File: config.mk
export PLATFORM = sky130hd
export DESIGN_NAME = ram_stream_reader
export DESIGN_NICKNAME = d
export VERILOG_FILES = /design/src/rtl/ram_stream_reader.sv
export SDC_FILE = /design/constraint.sdc
export NUM_CORES = 1
export LEC_CHECK = 0
export ABC_AREA = 1
export CAP_MARGIN = 20
export CORE_AREA = 2 2 139 195
export CTS_BUF_LIST = sky130_fd_sc_hd__clkbuf_2 sky130_fd_sc_hd__clkbuf_4 sky130_fd_sc_hd__clkbuf_8
export DETAILED_ROUTE_END_ITERATION = 6
export DIE_AREA = 0 0 141 197
export PLACE_DENSITY = 0.47
export SYNTH_ARGS = -nofsm -noshare
export SYNTH_HDL_FRONTEND = slang
export SYNTH_SLANG_ARGS = --single-unit
File: constraint.sdc
create_clock -name clk -period 3.77 [get_ports clk]
set_input_delay 0.377 -clock clk [delete_from_list [all_inputs] [get_ports clk]]
set_output_delay 0.377 -clock clk [all_outputs]
set_load 0.05 [all_outputs]
File: src/rtl/ram_stream_reader.sv
// Burst read controller: issues sequential RAM reads from a base address and
// presents the returned words as a valid/ready stream through a 2-entry buffer.
module ram_stream_reader #(
   parameter int addressWidth = 16,
   parameter int dataWidth    = 16,
   parameter int lenWidth     = 17
) (
   input  logic                           clk,
   input  logic                           reset,
   input  logic                           start,
   input  logic        [addressWidth-1:0] base_addr,
   input  logic        [lenWidth-1:0]     length,
   output logic                           busy,
   output logic                           done,
   output logic        [addressWidth-1:0] mem_address,
   output logic                           mem_rd_wrn,
   output logic signed [dataWidth-1:0]    mem_data_in,
   input  logic signed [dataWidth-1:0]    mem_data_out,
   output logic signed [dataWidth-1:0]    out_data,
   output logic                           out_valid,
   input  logic                           out_ready
);

   typedef enum logic [1:0] {IDLE, READ, FINISH} state_t;

   state_t                         state_q, state_d;
   logic        [addressWidth-1:0] addr_q, addr_d;
   logic        [lenWidth-1:0]     len_q, len_d;
   logic        [lenWidth-1:0]     issued_q, issued_d;
   logic        [lenWidth-1:0]     popped_q, popped_d;
   logic                           rd_pending_q, rd_pending_d;
   logic        [1:0]              cnt_q, cnt_d;
   logic signed [dataWidth-1:0]    buf0_q, buf0_d;
   logic signed [dataWidth-1:0]    buf1_q, buf1_d;

   logic       pop, push, start_ok, room, issue, last_pop;
   logic [2:0] occ;

   assign out_valid   = (cnt_q != 2'd0);
   assign out_data    = buf0_q;
   assign mem_address = addr_q;
   assign mem_rd_wrn  = 1'b1;
   assign mem_data_in = '0;

   assign pop      = out_valid && out_ready;
   assign push     = rd_pending_q;
   assign start_ok = (state_q == IDLE) && start;
   // Words already buffered or in flight; a pop this edge frees one slot.
   assign occ      = {1'b0, cnt_q} + {2'b00, rd_pending_q};
   assign room     = pop ? (occ < 3'd3) : (occ < 3'd2);
   assign issue    = (state_q == READ) && (issued_q < len_q) && room;
   assign last_pop = pop && ((popped_q + lenWidth'(1)) == len_q);

   always_ff @(posedge clk or negedge reset) begin
      if (!reset) begin
         state_q      <= IDLE;
         addr_q       <= '0;
         len_q        <= '0;
         issued_q     <= '0;
         popped_q     <= '0;
         rd_pending_q <= 1'b0;
         cnt_q        <= 2'd0;
         buf0_q       <= '0;
         buf1_q       <= '0;
      end else begin
         state_q      <= state_d;
         addr_q       <= addr_d;
         len_q        <= len_d;
         issued_q     <= issued_d;
         popped_q     <= popped_d;
         rd_pending_q <= rd_pending_d;
         cnt_q        <= cnt_d;
         buf0_q       <= buf0_d;
         buf1_q       <= buf1_d;
      end
   end

   always_comb begin
      state_d = state_q;
      case (state_q)
         IDLE:    if (start) state_d = (length == '0) ? FINISH : READ;
         READ:    if (last_pop) state_d = FINISH;
         FINISH:  state_d = IDLE;
         default: state_d = IDLE;
      endcase
   end

   always_comb begin
      busy = (state_q == READ);
      done = (state_q == FINISH);
   end

   always_comb begin
      addr_d       = addr_q;
      len_d        = len_q;
      issued_d     = issued_q;
      popped_d     = popped_q;
      rd_pending_d = issue;
      cnt_d        = cnt_q;
      buf0_d       = buf0_q;
      buf1_d       = buf1_q;

      if (start_ok) begin
         addr_d   = base_addr;
         len_d    = length;
         issued_d = '0;
         popped_d = '0;
      end
      if (issue) begin
         issued_d = issued_q + lenWidth'(1);
         addr_d   = addr_q + addressWidth'(1);
      end
      if (pop) popped_d = popped_q + lenWidth'(1);

      // Buffer is a 2-deep shift queue with buf0 as the head.
      case ({push, pop})
         2'b10: begin
            if (cnt_q == 2'd0) buf0_d = mem_data_out;
            else               buf1_d = mem_data_out;
            cnt_d = cnt_q + 2'd1;
         end
         2'b01: begin
            buf0_d = buf1_q;
            cnt_d  = cnt_q - 2'd1;
         end
         2'b11: begin
            if (cnt_q == 2'd1) begin
               buf0_d = mem_data_out;
            end else begin
               buf0_d = buf1_q;
               buf1_d = mem_data_out;
            end
         end
         default: ;
      endcase
   end

endmodule

==> impl_table.tex, run 1 <==
\begin{tabular}{lr}
\hline
Metric & Value \\
\hline
\multicolumn{2}{l}{\textbf{Routing}} \\
Routed wl met2 & $\sim$8700 microns \\
Routed met3 length & just under 700 microns \\
Met1 wire length & 7927 microns \\
DRT antenna net count & 0 \\
DR pass1 iterations & 5 \\
First DRT Iteration DRCs & between 300 and 400 \\
Wire per inst & roughly 14 microns \\
Final Routed Wirelength & approximately 18000 microns \\
Routed vias/inst & roughly 4.4 \\
Via count of the routed design & between 5000 and 6000 \\
DR DRC count & 0 \\
Max layer used & met4 \\
\multicolumn{2}{l}{\textbf{Clock tree}} \\
Buffers from clock root to sink, at most & 2 \\
Clock tree from TritonCTS & built \\
Clock-pin slew on the worst setup and hold paths & between 100 and 150 ps \\
Total number of clock tree sinks & 104 \\
Count of instances resized after the clock tree is built & 0 \\
Quantity of hold-fixing buffers added after cts & 1 \\
Clock tree root buffer cell & sky130\_fd\_sc\_hd\_\_clkbuf\_8 \\
Worst-skew pair later-pin latency & 400 ps \\
Buffers inserted during post-CTS setup optimization & 0 \\
Maximum level of the CTS H-tree & 3 \\
Total CTS buffers & 9 \\
\multicolumn{2}{l}{\textbf{Setup path}} \\
CP Class & flop to flop \\
Maximum net fanout on the critical path & 15 \\
Kind of start point of the critical path & flop \\
CP Capture Type & flop \\
Arrival @ worst endpoint & about 3000 ps \\
Required arrival time at the worst endpoint & slightly above 4000 ps \\
\multicolumn{2}{l}{\textbf{Global route}} \\
Wire length of the first global-routing pass & 29000 microns \\
Antenna violations before repair & 0 \\
Vias in the first global route & 5821 \\
Pin count of the biggest net entering global routing & 97 \\
Overflow left after global routing & 0 \\
Aggregate global-route resource usage & 13.06\% \\
\multicolumn{2}{l}{\textbf{STA}} \\
Final hold viol count & 0 \\
Final-report setup violation count & 0 \\
Setup repair after global routing missed its margin & no \\
Max transition margin & 62.11\% \\
Worst setup margin & 1025 ps \\
Clock Skew & $\sim$16 ps \\
Setup TNS after final layout & 0 ps \\
Final critical delay including setup and external delays & roughly 2700 ps \\
Max Freq & 364.3 MHz \\
Slew Viols, Final & 0 \\
Crit share post-route & between 70 and 80\% \\
Slew of the pin with the lowest slew margin & approximately 570 ps \\
\multicolumn{2}{l}{\textbf{Synthesis}} \\
Number of instances in the synthesized netlist & approximately 900 \\
Number of register bits inferred by synthesis & between 100 and 150 \\
Sequential area share after synthesis & between 40\% and 50\% \\
Syn. warnings & 0 \\
Number of unique standard cell types used by synthesis & 36 \\
Post-Syn Area & approximately 6400 sq um \\
Mean instance size in the synthesized netlist & 7.256 sq um \\
\multicolumn{2}{l}{\textbf{Floorplan}} \\
Cell row count & 70 \\
Total Die Area & 27780 sq um \\
Top-level I/O count & between 100 and 150 \\
Core footprint & $\sim$26000 sq um \\
Starting density of the core & around a quarter \\
Die height & $\sim$200 microns \\
Die span in x & about 140 microns \\
\multicolumn{2}{l}{\textbf{Final layout}} \\
Filler instances & about 2800 \\
Number of nets in the layout & $\sim$1000 \\
Most used cells in the layout excluding fill and tap cells & sky130\_fd\_sc\_hd\_\_nand2\_1, sky130\_fd\_sc\_hd\_\_inv\_1, sky130\_fd\_sc\_hd\_\_dfrtp\_1, sky130\_fd\_sc\_hd\_\_clkdlybuf4s50\_1, sky130\_fd\_sc\_hd\_\_o21ai\_0 \\
Proportion of layout cells with a drive suffix above 1 & around 6.8\% \\
Count of antenna diodes in the layout & 0 \\
Synth-to-Final Area Change & 21.52\% \\
Leading cell type in the layout, fill and taps excluded & sky130\_fd\_sc\_hd\_\_nand2\_1 \\
\multicolumn{2}{l}{\textbf{Power and ir drop}} \\
VDD IR max & $\sim$0.4 mV \\
Leakage Power & between 3 and 4 nW \\
Power density relative to cell area & 802.8 nW/um\^{}2 \\
\multicolumn{2}{l}{\textbf{Placement}} \\
Detailed Place HPWL & 12680 microns \\
Routability-driven placement congestion ratio & 0.7936 \\
Post-placement setup slack & $\sim$840 ps \\
Number of port buffers & 87 \\
\multicolumn{2}{l}{\textbf{Run status}} \\
Result of the run & completed \\
\multicolumn{2}{l}{\textbf{Hold path}} \\
Worst Hold Class & input pin to asynchronous set/reset pin \\
\multicolumn{2}{l}{\textbf{Job}} \\
Maximum capacitance violations & 0 \\
\hline
\end{tabular}
[path summary, 6_finish.rpt]
| check | from | endpoint | slack (ps) | depth (start not counted) |
|---|---|---|---|---|
| min in group clk | buf1_q[2] | buf1_q[2] | 500 | 2 |
| setup / recovery | cnt_q[0] | issued_q[10] | 1020 | 11 |
| max in group asynchronous | reset | issued_q[8] | 2670 | 3 |
| hold / removal | reset | out_data[12] | 320 | 2 |
| setup reg to reg | cnt_q[0] | issued_q[10] | 1020 | 11 |
| hold reg to reg | buf1_q[2] | buf1_q[2] | 500 | 2 |
[metal layers]
metal  GRT usage (%)  up-vias
met1           16.26     2655
met5               0        -
met3           2.332       18
met2           22.96      116
met4           3.963        0
li1                -     2971
[sequential cells by signal (all words and copies together) (netlist names)]
register / cells
len_q: 17
state_q: 2
popped_q: 17
buf1_q: 16
cnt_q: 2
mem_address: 16
push: 1
issued_q: 17
out_data: 16
[final cells by class]
class                   instances  area [sq um]  share of cell area (%)
clock buffers                   9         123.9                   1.584
clock inverters                 7         72.57                  0.9279
inverters                     115         431.7                   5.519
multi-input cells             641          3227                   41.26
flip-flops and latches        104          2603                   33.27
well taps                     324         405.4                   5.183
repair buffers                 97         958.4                   12.25
[stage by stage]
stage	hold slack, ps	cells	total power, mW	instance area, sq um	util (%)
floorplan	81.41	902	4.498	6492	-
global placement	219.9	1280	5.592	7615	29.27
detailed placement	218.0	1280	5.617	7615	29.27
CTS	306.3	1297	6.380	7821	30.07
global route	322.3	1297	6.871	7821	30.07
finish	316.9	1297	6.279	7821	30.07
[cells in the mapped netlist]
master,n,area [sq um]
sky130_fd_sc_hd__o22ai_1,10,62.56
sky130_fd_sc_hd__nor4_1,3,18.77
sky130_fd_sc_hd__nor2_4,4,45.04
sky130_fd_sc_hd__ha_1,27,337.8
sky130_fd_sc_hd__nand4_1,22,137.6
sky130_fd_sc_hd__dfrtp_1,104,2603
sky130_fd_sc_hd__buf_2,4,20.02
sky130_fd_sc_hd__buf_4,21,157.7
sky130_fd_sc_hd__o21ai_1,4,20.02
sky130_fd_sc_hd__o21bai_1,1,7.510
sky130_fd_sc_hd__o21ai_2,2,17.52
sky130_fd_sc_hd__nor2_1,67,251.5
sky130_fd_sc_hd__o21ai_0,75,375.4
sky130_fd_sc_hd__xnor2_1,8,70.07
sky130_fd_sc_hd__inv_2,3,11.26
sky130_fd_sc_hd__buf_1,1,3.750
sky130_fd_sc_hd__or2_1,1,6.260
sky130_fd_sc_hd__xor2_1,11,96.34
sky130_fd_sc_hd__nand3_1,64,320.3
sky130_fd_sc_hd__and3_1,1,6.260
sky130_fd_sc_hd__inv_1,111,416.7
sky130_fd_sc_hd__clkinv_1,1,3.750
sky130_fd_sc_hd__conb_1,2,7.510
sky130_fd_sc_hd__a21oi_1,10,50.05
sky130_fd_sc_hd__clkbuf_1,16,60.06
sky130_fd_sc_hd__nand2_2,6,37.54
sky130_fd_sc_hd__a31oi_1,16,100.1
sky130_fd_sc_hd__nor3_1,4,20.02
sky130_fd_sc_hd__o21a_1,1,7.510
sky130_fd_sc_hd__nand2_1,258,968.4
sky130_fd_sc_hd__nand3b_1,1,7.510
sky130_fd_sc_hd__or2_2,18,112.6
sky130_fd_sc_hd__nand3_2,2,20.02
sky130_fd_sc_hd__a21boi_0,4,30.03
sky130_fd_sc_hd__a21o_1,1,7.510
sky130_fd_sc_hd__nor2_2,3,18.77
[worst max-delay path: stages, from the launching register on]
cell	delay, ps
sky130_fd_sc_hd__dfrtp_1	430
sky130_fd_sc_hd__inv_1	60
sky130_fd_sc_hd__ha_1	200
sky130_fd_sc_hd__inv_2	90
sky130_fd_sc_hd__nand2_2	230
sky130_fd_sc_hd__inv_2	280
sky130_fd_sc_hd__nor2_1	50
sky130_fd_sc_hd__or2_1	280
sky130_fd_sc_hd__inv_1	70
sky130_fd_sc_hd__nand2_1	300
sky130_fd_sc_hd__nand2_1	470
sky130_fd_sc_hd__o21ai_0	140
[report_power, final]
group / switching, mW / internal, mW / total, mW
Sequential: 0.529 / 1.60 / 2.13
Combinational: 2.25 / 1.16 / 3.41
Clock: 0.476 / 0.262 / 0.737
[cells by family after synthesis]
group	after synthesis	synth area share, %
simple gates	454	30.62
fa+ha+maj	27	5.249
flops	104	40.44
buf+inv	157	10.46
xor+xnor	19	2.586
compound gates	124	10.54
other cells	2	0.1167
(Power assumes the default switching activity.)
==> run 2: changes to the inputs <==
==> constraint.sdc (replaced) <==
create_clock -name clk -period 2.7 [get_ports clk]
set_input_delay 0.27 -clock clk [delete_from_list [all_inputs] [get_ports clk]]
set_output_delay 0.27 -clock clk [all_outputs]
set_load 0.05 [all_outputs]
==> run 2 against run 1 <==
  * Clock-buffer cell count is the same
  * Sequential cell count is the same
  * Non-clock buffer count is 6 higher
  * Register-to-register slack worse by 610 ps
  * Largest cell class unchanged
  * Clock skew is 4.8 ps higher
  * Highest routed layer unchanged
  * Core utilization increased by 0.23 points
  * Largest power group unchanged
  * Cell area increased by 0.77%
  * Total power rose by 41%
  * Via count about the same
  * Clock power rose by 38%
  * Worst setup slack lost 770 ps
==> impl_table.tex, run 2 (same netlist as run 1, synthesis figures left out) <==
\begin{tabular}{lr}
\hline
Metric & Value \\
\hline
\multicolumn{2}{l}{\textbf{Job}} \\
Maximum capacitance violations & 0 \\
\multicolumn{2}{l}{\textbf{Run status}} \\
Result of the run & completed \\
\multicolumn{2}{l}{\textbf{Routing}} \\
Final Routed Wirelength & 17820 microns \\
Via count of the routed design & $\sim$5800 \\
Routed vias/inst & roughly 4.4 \\
DRT antenna net count & 0 \\
First DRT Iteration DRCs & around 270 \\
DR DRC count & 0 \\
Wire per inst & 13.68 microns \\
DR pass1 iterations & 4 \\
\multicolumn{2}{l}{\textbf{STA}} \\
Slew of the pin with the lowest slew margin & 649.3 ps \\
Max Freq & 409.7 MHz \\
Slew Viols, Final & 0 \\
Max transition margin & a little under three fifths \\
Crit share post-route & 90.40\% \\
Final-report setup violation count & 0 \\
Final critical delay including setup and external delays & 2441 ps \\
Clock Skew & roughly 21 ps \\
Setup repair after global routing missed its margin & no \\
Worst setup margin & approximately 260 ps \\
Setup TNS after final layout & 0 ps \\
Final hold viol count & 0 \\
\multicolumn{2}{l}{\textbf{Final layout}} \\
Number of nets in the layout & between 1000 and 1500 \\
Filler instances & between 2000 and 3000 \\
Filler-free cell count of the finished design & between 1000 and 1500 \\
Finished layout cell area & 7881 sq um \\
Count of antenna diodes in the layout & 0 \\
Synth-to-Final Area Change & 22.45\% \\
Most used cells in the layout excluding fill and tap cells & sky130\_fd\_sc\_hd\_\_nand2\_1, sky130\_fd\_sc\_hd\_\_inv\_1, sky130\_fd\_sc\_hd\_\_dfrtp\_1, sky130\_fd\_sc\_hd\_\_clkdlybuf4s50\_1, sky130\_fd\_sc\_hd\_\_o21ai\_0 \\
Registers with the highest flip-flop counts & issued\_q x17, len\_q x17, popped\_q x17 \\
Leading cell type in the layout, fill and taps excluded & sky130\_fd\_sc\_hd\_\_nand2\_1 \\
Proportion of layout cells with a drive suffix above 1 & 7.354\% \\
\multicolumn{2}{l}{\textbf{Setup path}} \\
CP Capture Type & output pin \\
Launch instance of the worst register-to-register path & cnt\_q[0] \\
CP Class & flop to output pin \\
Kind of start point of the critical path & flop \\
Worst Reg2Reg Path Length in Cells & 12 \\
Arrival @ worst endpoint & between 2000 and 2500 ps \\
RR Endpoint & buf1\_q[5] \\
Register-to-Register Setup Slack & between 400 and 500 ps \\
Required arrival time at the worst endpoint & between 2000 and 2500 ps \\
Maximum net fanout on the critical path & 5 \\
\multicolumn{2}{l}{\textbf{Power and ir drop}} \\
Leakage Power & around 3.8 nW \\
Sequential fraction of design power & about a third \\
Part of the power in combinational logic & between 50\% and 60\% \\
Cell-internal power & between 4 and 5 mW \\
Clock power share & between 10\% and 20\% \\
Switching power total & $\sim$4.6 mW \\
Total design power & 8.869 mW \\
Sw Ratio & between 50 and 60\% \\
VDD IR max & 0.5895 mV \\
Power density relative to cell area & 1125 nW/um\^{}2 \\
\multicolumn{2}{l}{\textbf{Global route}} \\
Overflow left after global routing & 0 \\
Aggregate global-route resource usage & a little over an eighth \\
Pin count of the biggest net entering global routing & 45 \\
Wire length of the first global-routing pass & approximately 30000 microns \\
Antenna violations before repair & 0 \\
Vias in the first global route & just under 6000 \\
\multicolumn{2}{l}{\textbf{Floorplan}} \\
Core footprint & $\sim$26000 sq um \\
Top-level I/O count & between 100 and 150 \\
Cell row count & 70 \\
Starting density of the core & roughly a quarter \\
Die height & slightly below 200 microns \\
Die span in x & $\sim$140 microns \\
Total Die Area & approximately 28000 sq um \\
\multicolumn{2}{l}{\textbf{Placement}} \\
Routability-driven placement congestion ratio & approximately 0.84 \\
Number of port buffers & 87 \\
Post-placement setup slack & a little over 100 ps \\
Count of placed standard cells including taps & $\sim$1300 \\
Detailed Place HPWL & roughly 13000 microns \\
Post-detailed-placement cell area & 7665 sq um \\
\multicolumn{2}{l}{\textbf{Clock tree}} \\
Clock-pin slew on the worst setup and hold paths & 120 ps \\
Total number of clock tree sinks & 104 \\
Worst-skew pair later-pin latency & about 400 ps \\
Maximum level of the CTS H-tree & 3 \\
Total CTS buffers & 9 \\
Clock tree root buffer cell & sky130\_fd\_sc\_hd\_\_clkbuf\_8 \\
Buffers inserted during post-CTS setup optimization & 0 \\
Count of instances resized after the clock tree is built & 0 \\
Clock tree from TritonCTS & built \\
Buffers from clock root to sink, at most & 2 \\
\multicolumn{2}{l}{\textbf{Hold path}} \\
Worst Hold Class & input pin to asynchronous set/reset pin \\
\hline
\end{tabular}
==> run 2: cell count changes in the layout (fill, tap and decap cells not counted), sizes merged <==
cell	previous run	this run
inv	118	119
clkinvlp	1	0
buf	10	16
==> run 2: power by group through the flow <==
stage | Sequential (mW) | Clock (mW) | Combinational, mW
6_report | 2.96 | 1.02 | 4.89
5_1_grt | 3.08 | 1.12 | 5.50
4_1_cts | 2.98 | 1.06 | 4.94
3_5_place_dp | 3.00 | 0 | 4.92
3_3_place_gp | 3.01 | 0 | 4.85
2_1_floorplan | 3.62 | 0 | 2.66
==> run 2: metal layers <==
| metal | part of all wire (%) | global-route usage [%] | vias up | routed length, microns |
|---|---|---|---|---|
| li1 | - | - | 2987 | - |
| met1 | 46 | 17.15 | 2650 | 8250 |
| met2 | 49 | 22.94 | 102 | 8694 |
| met3 | 3.1 | 2.284 | 16 | 561 |
| met4 | 1.8 | 4.185 | 0 | 313 |
| met5 | 0 | 0 | - | 0 |
==> run 2: worst max path at each step <==
| stage | startpoint | to | slack, ps | depth (start not counted) |
|---|---|---|---|---|
| after floorplan | cnt_q[0] | out_data[10] | 390 | 12 |
| after global placement | out_ready | buf1_q[10] | 170 | 8 |
| after detailed placement | out_ready | buf1_q[12] | 100 | 8 |
| after CTS | cnt_q[0] | buf1_q[14] | 120 | 10 |
| after global routing | issued_q[10] | mem_address[1] | 180 | 12 |
| final | state_q[1] | busy | 260 | 2 |
==> run 2: worst max-delay path, cell delays in order (launching register included) <==
cell and delay [ps]:
sky130_fd_sc_hd__dfrtp_1 410, sky130_fd_sc_hd__nor2_1 460, sky130_fd_sc_hd__clkdlybuf4s50_1 910
==> run 2: final cells by class <==
type                            instances  area, sq um  share of cell area [%]
Multi-Input combinational cell        641         3227                   40.94
Sequential cell                       104         2603                   33.02
Timing Repair Buffer                  103         1023                   12.99
Inverter                              115        431.7                   5.477
Tap cell                              324        405.4                   5.144
Clock buffer                            9        123.9                   1.572
Clock inverter                          7        67.56                  0.8573
==> run 2: stage by stage <==
step                      util (%)  hold slack [ps]
after floorplan                  -           -25.59
after global placement       29.44            339.2
after detailed placement     29.47            333.3
after CTS                    30.24            410.4
after global routing         30.30            444.0
final                        30.30            410.3
==> run 2: what timing repair did <==
| action | CTS | global route |
|---|---|---|
| hold buffers | 1 | 0 |
| hold endpoints to repair | 42 | 0 |
| endpoints found under the setup margin | 0 | 0 |
